[config.mk]
export PLATFORM = sky130hd
export DESIGN_NAME = mem_bus_arbiter
export DESIGN_NICKNAME = d
export VERILOG_FILES = /design/src/rtl/mem_bus_arbiter.sv
export SDC_FILE = /design/constraint.sdc
export NUM_CORES = 1
export LEC_CHECK = 0
export CAP_MARGIN = 20
export CORE_AREA = 3 3 532 534
export CTS_BUF_LIST = sky130_fd_sc_hd__clkbuf_4 sky130_fd_sc_hd__clkbuf_8
export CTS_CLUSTER_DIAMETER = 120
export DETAILED_ROUTE_END_ITERATION = 10
export DIE_AREA = 0 0 535 537
export SKIP_CTS_REPAIR_TIMING = 1
export SLEW_MARGIN = 25
export SYNTH_ARGS = -nofsm -noshare
export SYNTH_HDL_FRONTEND = slang
export SYNTH_SLANG_ARGS = --single-unit
[constraint.sdc]
create_clock -name clk -period 2.3 [get_ports clk]
set_input_delay 0.46 -clock clk [delete_from_list [all_inputs] [get_ports clk]]
set_output_delay 0.46 -clock clk [all_outputs]
set_load 0.02 [all_outputs]
[src/rtl/mem_bus_arbiter.sv]
// -----------------------------------------------------------------------------
// mem_bus_arbiter
//
// Shares one external memory port between the instruction-cache and the
// data-cache miss/refill paths. Each cache keeps its normal memory-side
// interface and sees an active-low ack as if it owned the bus.
//
// Arbitration:
//   - The data side wins when both caches request in the same IDLE cycle.
//   - A 4-bit streak counter counts back-to-back D grants taken while the
//     I side was waiting. Once it reaches D_STREAK_MAX, the next grant goes to I.
//   - Every grant is followed by one TURN cycle for bus turnaround.
//
// Parameters:
//   WORD_SIZE     address width
//   BUS_SIZE      memory data bus width (one cache line)
//   D_STREAK_MAX  D grants allowed while I waits before I is forced (1..15)
//   TIMEOUT_CYC   grant cycles without mack_n before abort (timeout build only)
//
// Build option:
//   ARB_TIMEOUT_EN  When defined, a grant that sees no mack_n for TIMEOUT_CYC
//                   cycles is aborted. The granted cache gets a one-cycle ack
//                   pulse so it does not hang, and the sticky err flag is set.
//                   When undefined, err is constant 0 and a grant waits
//                   indefinitely.
//
// Ports:
//   clk, rst                 clock and synchronous active-high reset
//   i_maddr/i_mreq           icache request (held until ack)
//   i_ack_n/i_mdata          icache ack (active low) and read data
//   d_maddr/d_mreq/d_mwrite  dcache request, write-back (1) or refill (0)
//   d_wdata                  dcache write-back line
//   d_ack_n/d_mdata          dcache ack (active low) and read data
//   mad/mreq/mwrite          memory address, request and write strobe
//   mack_n                   memory ack, a one-cycle active-low pulse
//   mdt_in                   memory read data
//   mdt_out/mdt_oe           memory write data and its drive enable
//   err                      sticky timeout flag
// -----------------------------------------------------------------------------
module mem_bus_arbiter #(
  parameter int WORD_SIZE    = 32,
  parameter int BUS_SIZE     = 256,
  parameter int D_STREAK_MAX = 4,
  parameter int TIMEOUT_CYC  = 1024
) (
  input  logic                 clk,
  input  logic                 rst,
  input  logic [WORD_SIZE-1:0] i_maddr,
  input  logic                 i_mreq,
  output logic                 i_ack_n,
  output logic [BUS_SIZE-1:0]  i_mdata,
  input  logic [WORD_SIZE-1:0] d_maddr,
  input  logic                 d_mreq,
  input  logic                 d_mwrite,
  input  logic [BUS_SIZE-1:0]  d_wdata,
  output logic                 d_ack_n,
  output logic [BUS_SIZE-1:0]  d_mdata,
  output logic [WORD_SIZE-1:0] mad,
  output logic                 mreq,
  output logic                 mwrite,
  input  logic                 mack_n,
  input  logic [BUS_SIZE-1:0]  mdt_in,
  output logic [BUS_SIZE-1:0]  mdt_out,
  output logic                 mdt_oe,
  output logic                 err
);

  // Reject out-of-range configurations at elaboration time.
  if (D_STREAK_MAX < 1 || D_STREAK_MAX > 15 || TIMEOUT_CYC < 1) begin : g_param_check
    $error("mem_bus_arbiter: D_STREAK_MAX must be 1..15 and TIMEOUT_CYC >= 1");
  end

  typedef enum logic [1:0] {
    IDLE  = 2'd0,
    GNT_I = 2'd1,
    GNT_D = 2'd2,
    TURN  = 2'd3
  } state_t;

  localparam logic [3:0] STREAK_LIM = 4'(D_STREAK_MAX);

  state_t     state;
  state_t     state_nxt;
  logic [3:0] streak;
  logic       in_grant;
  logic       enter_i;
  logic       enter_d;
  logic       leave_grant;
  logic       tmo_hit;

  // The streak count holds at 15 instead of wrapping.
  function automatic logic [3:0] streak_sat_inc(input logic [3:0] v);
    return (v == 4'hF) ? v : v + 4'd1;
  endfunction

  assign in_grant    = (state == GNT_I) || (state == GNT_D);
  assign enter_i     = (state == IDLE) && (state_nxt == GNT_I);
  assign enter_d     = (state == IDLE) && (state_nxt == GNT_D);
  assign leave_grant = in_grant && (state_nxt == TURN);

`ifdef ARB_TIMEOUT_EN
  localparam int TMO_W = $clog2(TIMEOUT_CYC + 1);

  logic [TMO_W-1:0] tmo_cnt;
  logic             err_q;

  // The counter is 0 in the first grant cycle. It fires on the
  // TIMEOUT_CYC-th grant cycle when that cycle still has no mack_n.
  assign tmo_hit = in_grant && mack_n && (tmo_cnt == TMO_W'(TIMEOUT_CYC - 1));
  assign err     = err_q;

  always_ff @(posedge clk) begin
    if (rst) begin
      tmo_cnt <= '0;
      err_q   <= 1'b0;
    end else begin
      tmo_cnt <= in_grant ? tmo_cnt + TMO_W'(1) : '0;
      if (tmo_hit) begin
        err_q <= 1'b1;
      end
    end
  end
`else
  assign tmo_hit = 1'b0;
  assign err     = 1'b0;
`endif

  // Next-state decision
  always_comb begin
    state_nxt = state;
    case (state)
      IDLE: begin
        // D wins unless I is waiting and D has already used its streak.
        if (d_mreq && (!i_mreq || (streak < STREAK_LIM))) begin
          state_nxt = GNT_D;
        end else if (i_mreq) begin
          state_nxt = GNT_I;
        end
      end
      GNT_I: begin
        // Ack, requester abort or timeout all release the bus through TURN.
        if (!mack_n || !i_mreq || tmo_hit) begin
          state_nxt = TURN;
        end
      end
      GNT_D: begin
        if (!mack_n || !d_mreq || tmo_hit) begin
          state_nxt = TURN;
        end
      end
      TURN:    state_nxt = IDLE;
      default: state_nxt = IDLE;
    endcase
  end

  // Ack routing and data steering
  always_comb begin
    i_ack_n = 1'b1;
    d_ack_n = 1'b1;
    mdt_out = '0;
    case (state)
      // The ack goes through even when the request drops in the same cycle.
      // A timeout forces a one-cycle ack.
      GNT_I: i_ack_n = mack_n && !tmo_hit;
      GNT_D: begin
        d_ack_n = mack_n && !tmo_hit;
        mdt_out = d_wdata;
      end
      default: begin
        i_ack_n = 1'b1;
        d_ack_n = 1'b1;
      end
    endcase
  end

  // Both read buses carry memory data all the time. A cache uses it only
  // while its own ack is low.
  assign i_mdata = mdt_in;
  assign d_mdata = mdt_in;

  // State and grant registers
  always_ff @(posedge clk) begin
    if (rst) begin
      state  <= IDLE;
      mreq   <= 1'b0;
      mwrite <= 1'b0;
      mdt_oe <= 1'b0;
      mad    <= '0;
      streak <= 4'd0;
    end else begin
      state <= state_nxt;
      if (enter_d) begin
        mad    <= d_maddr;
        mwrite <= d_mwrite;
        mdt_oe <= d_mwrite;
        mreq   <= 1'b1;
        // Only D grants taken while I is waiting count toward starvation.
        streak <= i_mreq ? streak_sat_inc(streak) : 4'd0;
      end else if (enter_i) begin
        mad    <= i_maddr;
        mwrite <= 1'b0;
        mdt_oe <= 1'b0;
        mreq   <= 1'b1;
        streak <= 4'd0;
      end else if (leave_grant) begin
        // mad keeps its value so the address lines do not toggle after a grant.
        mreq   <= 1'b0;
        mwrite <= 1'b0;
        mdt_oe <= 1'b0;
      end
    end
  end

endmodule

# --- Yosys cells after proc, flatten, opt, wreduce, memory -nomap -nowiden ---
# Cells that the tools add are included.
totals:
  ff_bits: 40
  input_bits: 582
  elab_cells: 49
op_classes:
  add_sub_neg: 1
  order_cmp: 1
  eq_ne: 8
  mux: 19
  n_reduce_logical: 15
op_table:
  columns: ["cell", "count"]
  rows:
  - ["$mux 256", 1]
  - ["$mux 32", 2]
  - ["$mux 4", 4]
  - ["$eq 2x2->1 const B", 4]
  - ["$mux 2", 4]
  - ["$pmux 2 s4", 1]
  - ["$mux 1", 7]
  - ["$add 4x1->4 const B", 1]
  - ["$eq 2x1->1 const B", 2]
  - ["$eq 4x4->1 const B", 1]
  - ["$logic_and 1x1->1", 4]
  - ["$logic_or 1x1->1", 4]
  - ["$lt 4x3->1 const B", 1]
  - ["$logic_not 1->1", 3]
  - ["$ne 3x3->1 const B", 1]
  - ["$reduce_bool 3->1", 1]
  - ["$logic_not 2->1", 1]
  - ["$reduce_and 2->1", 1]
  - ["$reduce_bool 2->1", 1]

# --- Longest topological paths before layout ---
# Gate-level depths: netlist of the first run.
depth:
  word_depth: 10
  depth_mapped: 8
  mapped_depth_nobuf: 7

# --- Worst setup path before layout of the first run ---
# Ideal clock, no wire load.
synth_path:
  kind: "flip-flop to output port"
  startpoint: "reg state[0]"
  endpoint: "out mdt_out[100]"
  arrival_ps: 1526
  required_ps: 1840
  slack_ps: 314
  path_stages_with_launch: 7
  cell_sequence: "dfxtp_1 -> inv_1 -> ha_1 -> clkbuf_1 -> clkbuf_1 -> clkbuf_1 -> and2_1"
synth_via:
  elab_chain_cells: 2
synth_lines:
  columns: ["item", "line", "source"]
  rows:
  - ["from (decl)", "82", "state_t state;"]
  - ["from (signal assigned)", "191", "state <= state_nxt;"]
  - ["$eq 2x2->1", "161", "case (state)"]
  - ["$mux 256", "161", null]
  - ["to (decl)", "63", "output logic [BUS_SIZE-1:0] mdt_out,"]
# No other way between the ends.

# --- Final worst setup path of the first run ---
layout_path:
  startpoint: "reg state[0]"
  endpoint: "out mdt_out[119]"
# Same word-level chain as after synthesis.

==> flow_summary.json, run 1 <==
{
  "syn_nets": 1578,
  "postSynthAreaPerCell_sq_um": 7.448,
  "numCtsBuffers": 5,
  "crit_path_start_kind": "flip-flop",
  "dpl_worst_slack_ns": -0.2742,
  "synth_adder_area_share_pct": 0.6774,
  "endpoint_kind": "output port",
  "drtPass1Iterations": 4,
  "synth_compound_area_share_pct": 3.946,
  "path_max_fanout": 10,
  "layout-drive-gt1-share_pct": 39.88,
  "cts_tree": "built",
  "violations": "negative setup slack",
  "vias": 7651,
  "setup_ws_ns": -0.09886,
  "cpMostUsedCell": "buf_12",
  "tightest_slew_ns": 0.5858,
  "grt-ovfl-total": 0,
  "die_h_um": 537,
  "design.die.area_sq_mm": 0.2873,
  "wire_per_inst_um": 43.03,
  "final_nets": 1706,
  "cts.clk_slew.worst_paths_ns": 0.15,
  "drtIter0Drc": 347,
  "min_period_ns": 2.399,
  "fin_util_pct": 6.233,
  "vdd_drop_max_mv": 0.2810,
  "cts_htree_levels": 2,
  "crit_path_max_incr_delay_ns": 0.36,
  "leakage_uw": 0.005825,
  "place_area_sq_mm": 0.01631,
  "grt_use_total_pct": 13.62,
  "grt_pass1_wl_um": 222700,
  "synthSimpleGateAreaFrac_pct": 25.22,
  "synth_top_family_by_area": "buffers and inverters",
  "io_buffers": 618,
  "ant_nets": 0,
  "insertion_delay_ns": 0.38,
  "fp.dieW_um": 535,
  "finalHoldViolCount": 0,
  "status": "finished, violations left",
  "ys_ff_latch": 40,
  "synthMuxAreaShare_pct": 4.335,
  "ios": 1388,
  "report.final.slew_viol_count": 0,
  "skew_ns": 0.03496,
  "setup_tns_ns": -5.267,
  "cpLargestDelayFamily": "buffers and inverters",
  "timing.slew.headroom_pct": 60.83,
  "p_per_area_mw_per_mm2": 926.2,
  "gp_congestion": 0.8182,
  "synth_cells": 992,
  "path_cells": "inv_2 -> ha_4 -> buf_12 -> buf_12 -> buf_16 -> buf_12 -> and2_1 -> buf_4",
  "start_util_pct": 2.649,
  "place_hpwl_um": 198300,
  "grt_max_degree": 64,
  "clk_path_buf_depth": 2,
  "synthXorXnorAreaFrac_pct": 0.1185,
  "cts_sinks": 40,
  "grt_pass1_vias": 7312,
  "syn_to_final_growth_pct": 135.3,
  "core_area_sq_mm": 0.2789,
  "slowest_stage": "dfxtp_2",
  "min_period_over_period_pct": 104.3,
  "yosysWarnings": 0,
  "r2r_slack_ns": 0.18,
  "vias_per_cell": 1.576,
  "setup_violations": 123,
  "final_area_sq_mm": 0.01738,
  "routed_wl_um": 208900,
  "clockRootBuffer": "clkbuf_8",
  "crit_required_ns": 1.84,
  "syn-cell-area_sq_mm": 0.007388,
  "cap_violations": 0,
  "ys_types": 33,
  "antenna_found_initial": 120,
  "route.detailed.drc": 0,
  "cp_num_buf_inv": 6,
  "rsz0062_at_grt": "true",
  "num_rows": 194,
  "hold_path.class": "reg2reg",
  "critPathArrivalTime_ns": 1.94,
  "max_freq_mhz": 416.9,
  "synth_seq_area_share_pct": 10.84,
  "crit_type": "reg2out"
}
-- path summary, 6_finish.rpt --
check / cells past startpoint / from / end
max: 8 / state[0]$_SDFF_PP0_ / mdt_out[119]
min: 1 / streak[0]$_SDFFE_PP0P_ / streak[0]$_SDFFE_PP0P_
max reg2reg: 9 / state[1]$_SDFF_PP0_ / mad[10]$_SDFFE_PP0P_
min reg2reg: 1 / streak[0]$_SDFFE_PP0P_ / streak[0]$_SDFFE_PP0P_
-- report_power, final --
part / internal (uW) / switching [uW] / leakage [uW]
clock: 330 / 440 / 0.0000548
combinational: 6880 / 7360 / 0.00544
sequential: 913 / 169 / 0.000330
total: 8130 / 7970 / 0.00583
-- sequential cells by signal, summed over array words and instances (netlist names) --
name / cells
state: 2
mad: 32
streak: 4
mdt_oe: 1
mreq: 1
-- layer usage --
| layer | track usage (%) | up-vias | share of wire, % |
|---|---|---|---|
| li1 | - | 2799 | - |
| met1 | 7.785 | 3039 | 20 |
| met2 | 21.29 | 1319 | 44 |
| met3 | 20.87 | 426 | 32 |
| met4 | 4.027 | 68 | 3.8 |
| met5 | 0 | - | 0.22 |
-- cell type report --
class,count,area (sq um)
multi-input cells,397,2864
inverters,2,7.507
repair buffers,674,8906
clock inverters,3,46.29
fillers,32600,261500
flip-flops and latches,40,803.3
diodes,11,27.53
clock buffers,5,68.82
well taps,3724,4659
-- cell families after synthesis --
logic type	Yosys count
AO/OA/AOI/OAI	48
AND/OR/NAND/NOR	311
adder cells (fa/ha/maj)	4
buffers and inverters	555
multiplexers	32
flip-flops	40
other	1
XOR/XNOR	1
-- cell usage after synthesis --
library cell / n / area, sq um
buf_4: 514 / 3859
o21ai_2: 1 / 8.760
mux2i_1: 32 / 320.3
o2bb2ai_1: 2 / 17.52
o211ai_2: 1 / 12.51
o21ai_0: 2 / 10.01
dfxtp_1: 40 / 800.8
nor3b_2: 1 / 12.51
conb_1: 1 / 3.750
xor2_1: 1 / 8.760
o21ai_4: 1 / 16.27
nor2b_2: 1 / 8.760
nand2b_1: 4 / 25.02
clkbuf_1: 29 / 108.9
and2_1: 258 / 1614
a22o_1: 1 / 8.760
o21ai_1: 34 / 170.2
nor2_1: 2 / 7.510
buf_2: 6 / 30.03
o211ai_1: 1 / 7.510
nand3b_1: 1 / 7.510
nand3_1: 3 / 15.01
nor2b_1: 3 / 18.77
buf_6: 4 / 45.04
and2b_1: 1 / 7.510
a32o_1: 2 / 20.02
a22oi_1: 1 / 7.510
o31ai_1: 1 / 7.510
a21oi_1: 1 / 5.000
nand2_1: 36 / 135.1
ha_1: 4 / 50.05
nor2_4: 1 / 11.26
inv_1: 2 / 7.510
-- per-stage QoR --
step	total power [uW]	hold WS [ns]	instances
final	16100	0.4854	4856
after global routing	16980	0.4971	4848
after CTS	14710	0.4829	4820
after detailed placement	13820	0.4604	4812
after global placement	13900	0.4590	4812
after floorplan	6030	0.4386	992
-- cells in the final DEF (no fill, tap or decap), types with 4 or more instances in the layout --
master           netlist  final
and2_4                 0    124
clkbuf_2               0     19
diode_2                0     11
buf_12                 0    202
nand2_1               36     36
clkdlybuf4s50_1        0    357
buf_6                  4     20
mux2i_1               32     32
buf_4                514     41
clkbuf_16              0     13
and2_1               258    133
o21ai_1               34     34
clkbuf_8               0      5
dlymetal6s2s_1         0     14
dfxtp_1               40     38
buf_16                 0      4
(Power assumes the default switching activity.)
==> run 2: changes to the inputs <==
--- a/config.mk
+++ b/config.mk
@@ -5,12 +5,14 @@
 export SDC_FILE = /design/constraint.sdc
 export NUM_CORES = 1
 export LEC_CHECK = 0
+export ABC_AREA = 1
 export CAP_MARGIN = 20
-export CORE_AREA = 3 3 532 534
+export CORE_AREA = 3 3 541 543
 export CTS_BUF_LIST = sky130_fd_sc_hd__clkbuf_4 sky130_fd_sc_hd__clkbuf_8
 export CTS_CLUSTER_DIAMETER = 120
 export DETAILED_ROUTE_END_ITERATION = 10
-export DIE_AREA = 0 0 535 537
+export DIE_AREA = 0 0 544 546
+export GPL_ROUTABILITY_DRIVEN = 0
 export SKIP_CTS_REPAIR_TIMING = 1
 export SLEW_MARGIN = 25
 export SYNTH_ARGS = -nofsm -noshare
==> flow_summary.json, run 2 <==
{
  "nFillCells": 33720,
  "synth_top_family_by_area": "buffers and inverters",
  "cts.clk_slew.worst_paths_ns": 0.13,
  "setup_ws_ns": -0.1536,
  "cpMostUsedCell": "buf_12",
  "cap_violations": 0,
  "endpoint_kind": "output port",
  "critPathArrivalTime_ns": 1.99,
  "yosysTopAreaCell": "buf_4",
  "clockRootBuffer": "clkbuf_8",
  "tightest_slew_ns": 0.5340,
  "die_h_um": 546,
  "skew_ns": 0.02089,
  "ios": 1388,
  "synth.area.top_cells": "buf_4 (48%), nand2_1 (15%), inv_1 (14%)",
  "fp.dieW_um": 544,
  "reg_top3": "mad (32), streak (4), state (2)",
  "grt_max_degree": 52,
  "synth_compound_area_share_pct": 5.484,
  "layout-drive-gt1-share_pct": 47.27,
  "insertion_delay_ns": 0.37,
  "synth_cells": 1365,
  "crit_required_ns": 1.84,
  "core_area_sq_mm": 0.2881,
  "clk_path_buf_depth": 2,
  "grt_use_total_pct": 14.26,
  "synth_top_cell_area_share_pct": 48.38,
  "crit_path_start_kind": "flip-flop",
  "syn_nets": 1951,
  "vdd_drop_max_mv": 0.2365,
  "final_cell_mix": "clkdlybuf4s50_1 (352), buf_12 (218), nand2_1 (139)",
  "violations": "negative setup slack",
  "syn_to_final_growth_pct": 143.3,
  "design.die.area_sq_mm": 0.2970,
  "report.final.slew_viol_count": 0,
  "io_buffers": 618,
  "yosys.cell_count.top_type": "buf_4",
  "status": "finished, violations left",
  "cts_sinks": 40,
  "grt-ovfl-total": 0,
  "synthArstFlopShare_pct": 0,
  "vias": 9388,
  "drtIter0Drc": 357,
  "place_area_sq_mm": 0.01700,
  "synthSimpleGateAreaFrac_pct": 18.52,
  "routed_wl_um": 224500,
  "synthMuxAreaShare_pct": 0,
  "num_rows": 197,
  "route.detailed.drc": 0,
  "crit_type": "reg2out",
  "place_hpwl_um": 212900,
  "synthXorXnorAreaFrac_pct": 0.1094,
  "timing.slew.headroom_pct": 64.29,
  "finalHoldViolCount": 0,
  "ys_types": 21,
  "yosysWarnings": 0,
  "final_area_sq_mm": 0.01948,
  "largest-register": "mad",
  "antenna_found_initial": 108,
  "path_cells": "inv_2 -> ha_4 -> buf_12 -> buf_6 -> buf_12 -> buf_16 -> clkbuf_16 -> nand2_2 -> inv_2 -> buf_12",
  "leakage_uw": 0.008389,
  "synth_seq_area_share_pct": 10.00,
  "slowest_stage": "dfxtp_2",
  "largest_reg_flops": 32,
  "final_nets": 2085,
  "postSynthAreaPerCell_sq_um": 5.866,
  "synth_ff_type": "dfxtp_1",
  "wire_per_inst_um": 42.34,
  "numCtsBuffers": 5,
  "vias_per_cell": 1.770,
  "hold_path.class": "reg2reg",
  "grt_pass1_wl_um": 243300,
  "grt_pass1_vias": 9018,
  "cts_htree_levels": 2,
  "setup_tns_ns": -6.733,
  "start_util_pct": 2.779,
  "setup_violations": 150,
  "synth_commonest_cells": "buf_4 (516), nand2_1 (311), inv_1 (298), nor2_1 (66), dfxtp_1 (40)",
  "ant_nets": 0,
  "max_freq_mhz": 407.6,
  "drtPass1Iterations": 5,
  "synth_adder_area_share_pct": 0.6250,
  "min_period_ns": 2.454,
  "layout_commonest_cell": "clkdlybuf4s50_1",
  "rsz0062_at_grt": "true",
  "synth_edf_count": 0,
  "path_max_fanout": 7,
  "syn-cell-area_sq_mm": 0.008008,
  "ys_ff_latch": 40,
  "min_period_over_period_pct": 106.7,
  "p_per_area_mw_per_mm2": 392.4,
  "cts_tree": "built",
  "crit_path_max_incr_delay_ns": 0.36
}
-- run 2: changes by cell type in the layout (fill, tap and decap cells not counted), sizes merged, moves of 6 or more --
cell	delta
nand2	+278
buf	+17
and2	-258
diode	+11
nor2	+64
mux2i	-32
o21ai	+27
a21oi	+6
clkbuf	+6
inv	+296
-- run 2: cell families after synthesis --
kind of cell / count (synthesis)
compound gates: 72
xor+xnor: 1
fa+ha+maj: 4
buf+inv: 859
flops: 40
other cells: 1
simple gates: 388
-- run 2: area by class of cell --
class	count	area (sq um)	area share, %
inverters	299	1363	6.994
diodes	22	55.05	0.2826
clock buffers	5	68.82	0.3532
multi-input cells	466	3118	16.01
well taps	3781	4731	24.28
clock inverters	3	42.54	0.2184
repair buffers	687	9300	47.74
flip-flops and latches	40	803.3	4.123
-- run 2: routing by layer --
layer  routed length (um)  track usage [%]  up-vias  part of all wire (%)
met3                77630            23.42      309                    35
met4                 5338            2.445       70                   2.4
met2                99200            22.52     1542                    44
li1                     -                -     3632                     -
met1                41720            7.578     3835                    19
met5                  660           0.4870        -                  0.29
-- run 2: path summary, 6_finish.rpt --
kind	from	to	slack (ns)	cells after the start
hold / removal	streak[3]$_SDFFE_PP0P_	streak[3]$_SDFFE_PP0P_	0.47	2
setup reg to reg	state[0]$_SDFF_PP0_	mad[7]$_SDFFE_PP0P_	0.43	10
setup / recovery	state[0]$_SDFF_PP0_	mdt_out[151]	-0.15	10
hold reg to reg	streak[3]$_SDFFE_PP0P_	streak[3]$_SDFFE_PP0P_	0.47	2
-- run 2: worst max-delay path, delay by kind of cell (launching register included) --
family	cells	cell delay [ns]
and+or+nand+nor	1	0.08
adders and majority gates	1	0.16
DFF	1	0.36
buffers and inverters	8	0.96
-- run 2: stage by stage --
step / power, uW / instances / hold WS (ns) / worst slack, ns / utilization (%)
after floorplan: 3635 / 1365 / 0.4282 / 0.3534 / -
after CTS: 6739 / 5233 / 0.4655 / -0.4556 / 5.937
final: 7644 / 5303 / 0.4664 / -0.1536 / 6.761
after detailed placement: 5977 / 5225 / 0.4455 / 0.008410 / 5.899
after global placement: 5981 / 5225 / 0.4398 / -0.003526 / 5.899
after global routing: 8108 / 5282 / 0.4799 / -0.2609 / 6.743
-- run 2: where the power goes --
group / total [uW] / internal [uW] / switching (uW)
clock network: 703 / 323 / 380
logic: 6080 / 2760 / 3310
registers: 865 / 803 / 62.2
total: 7640 / 3890 / 3750
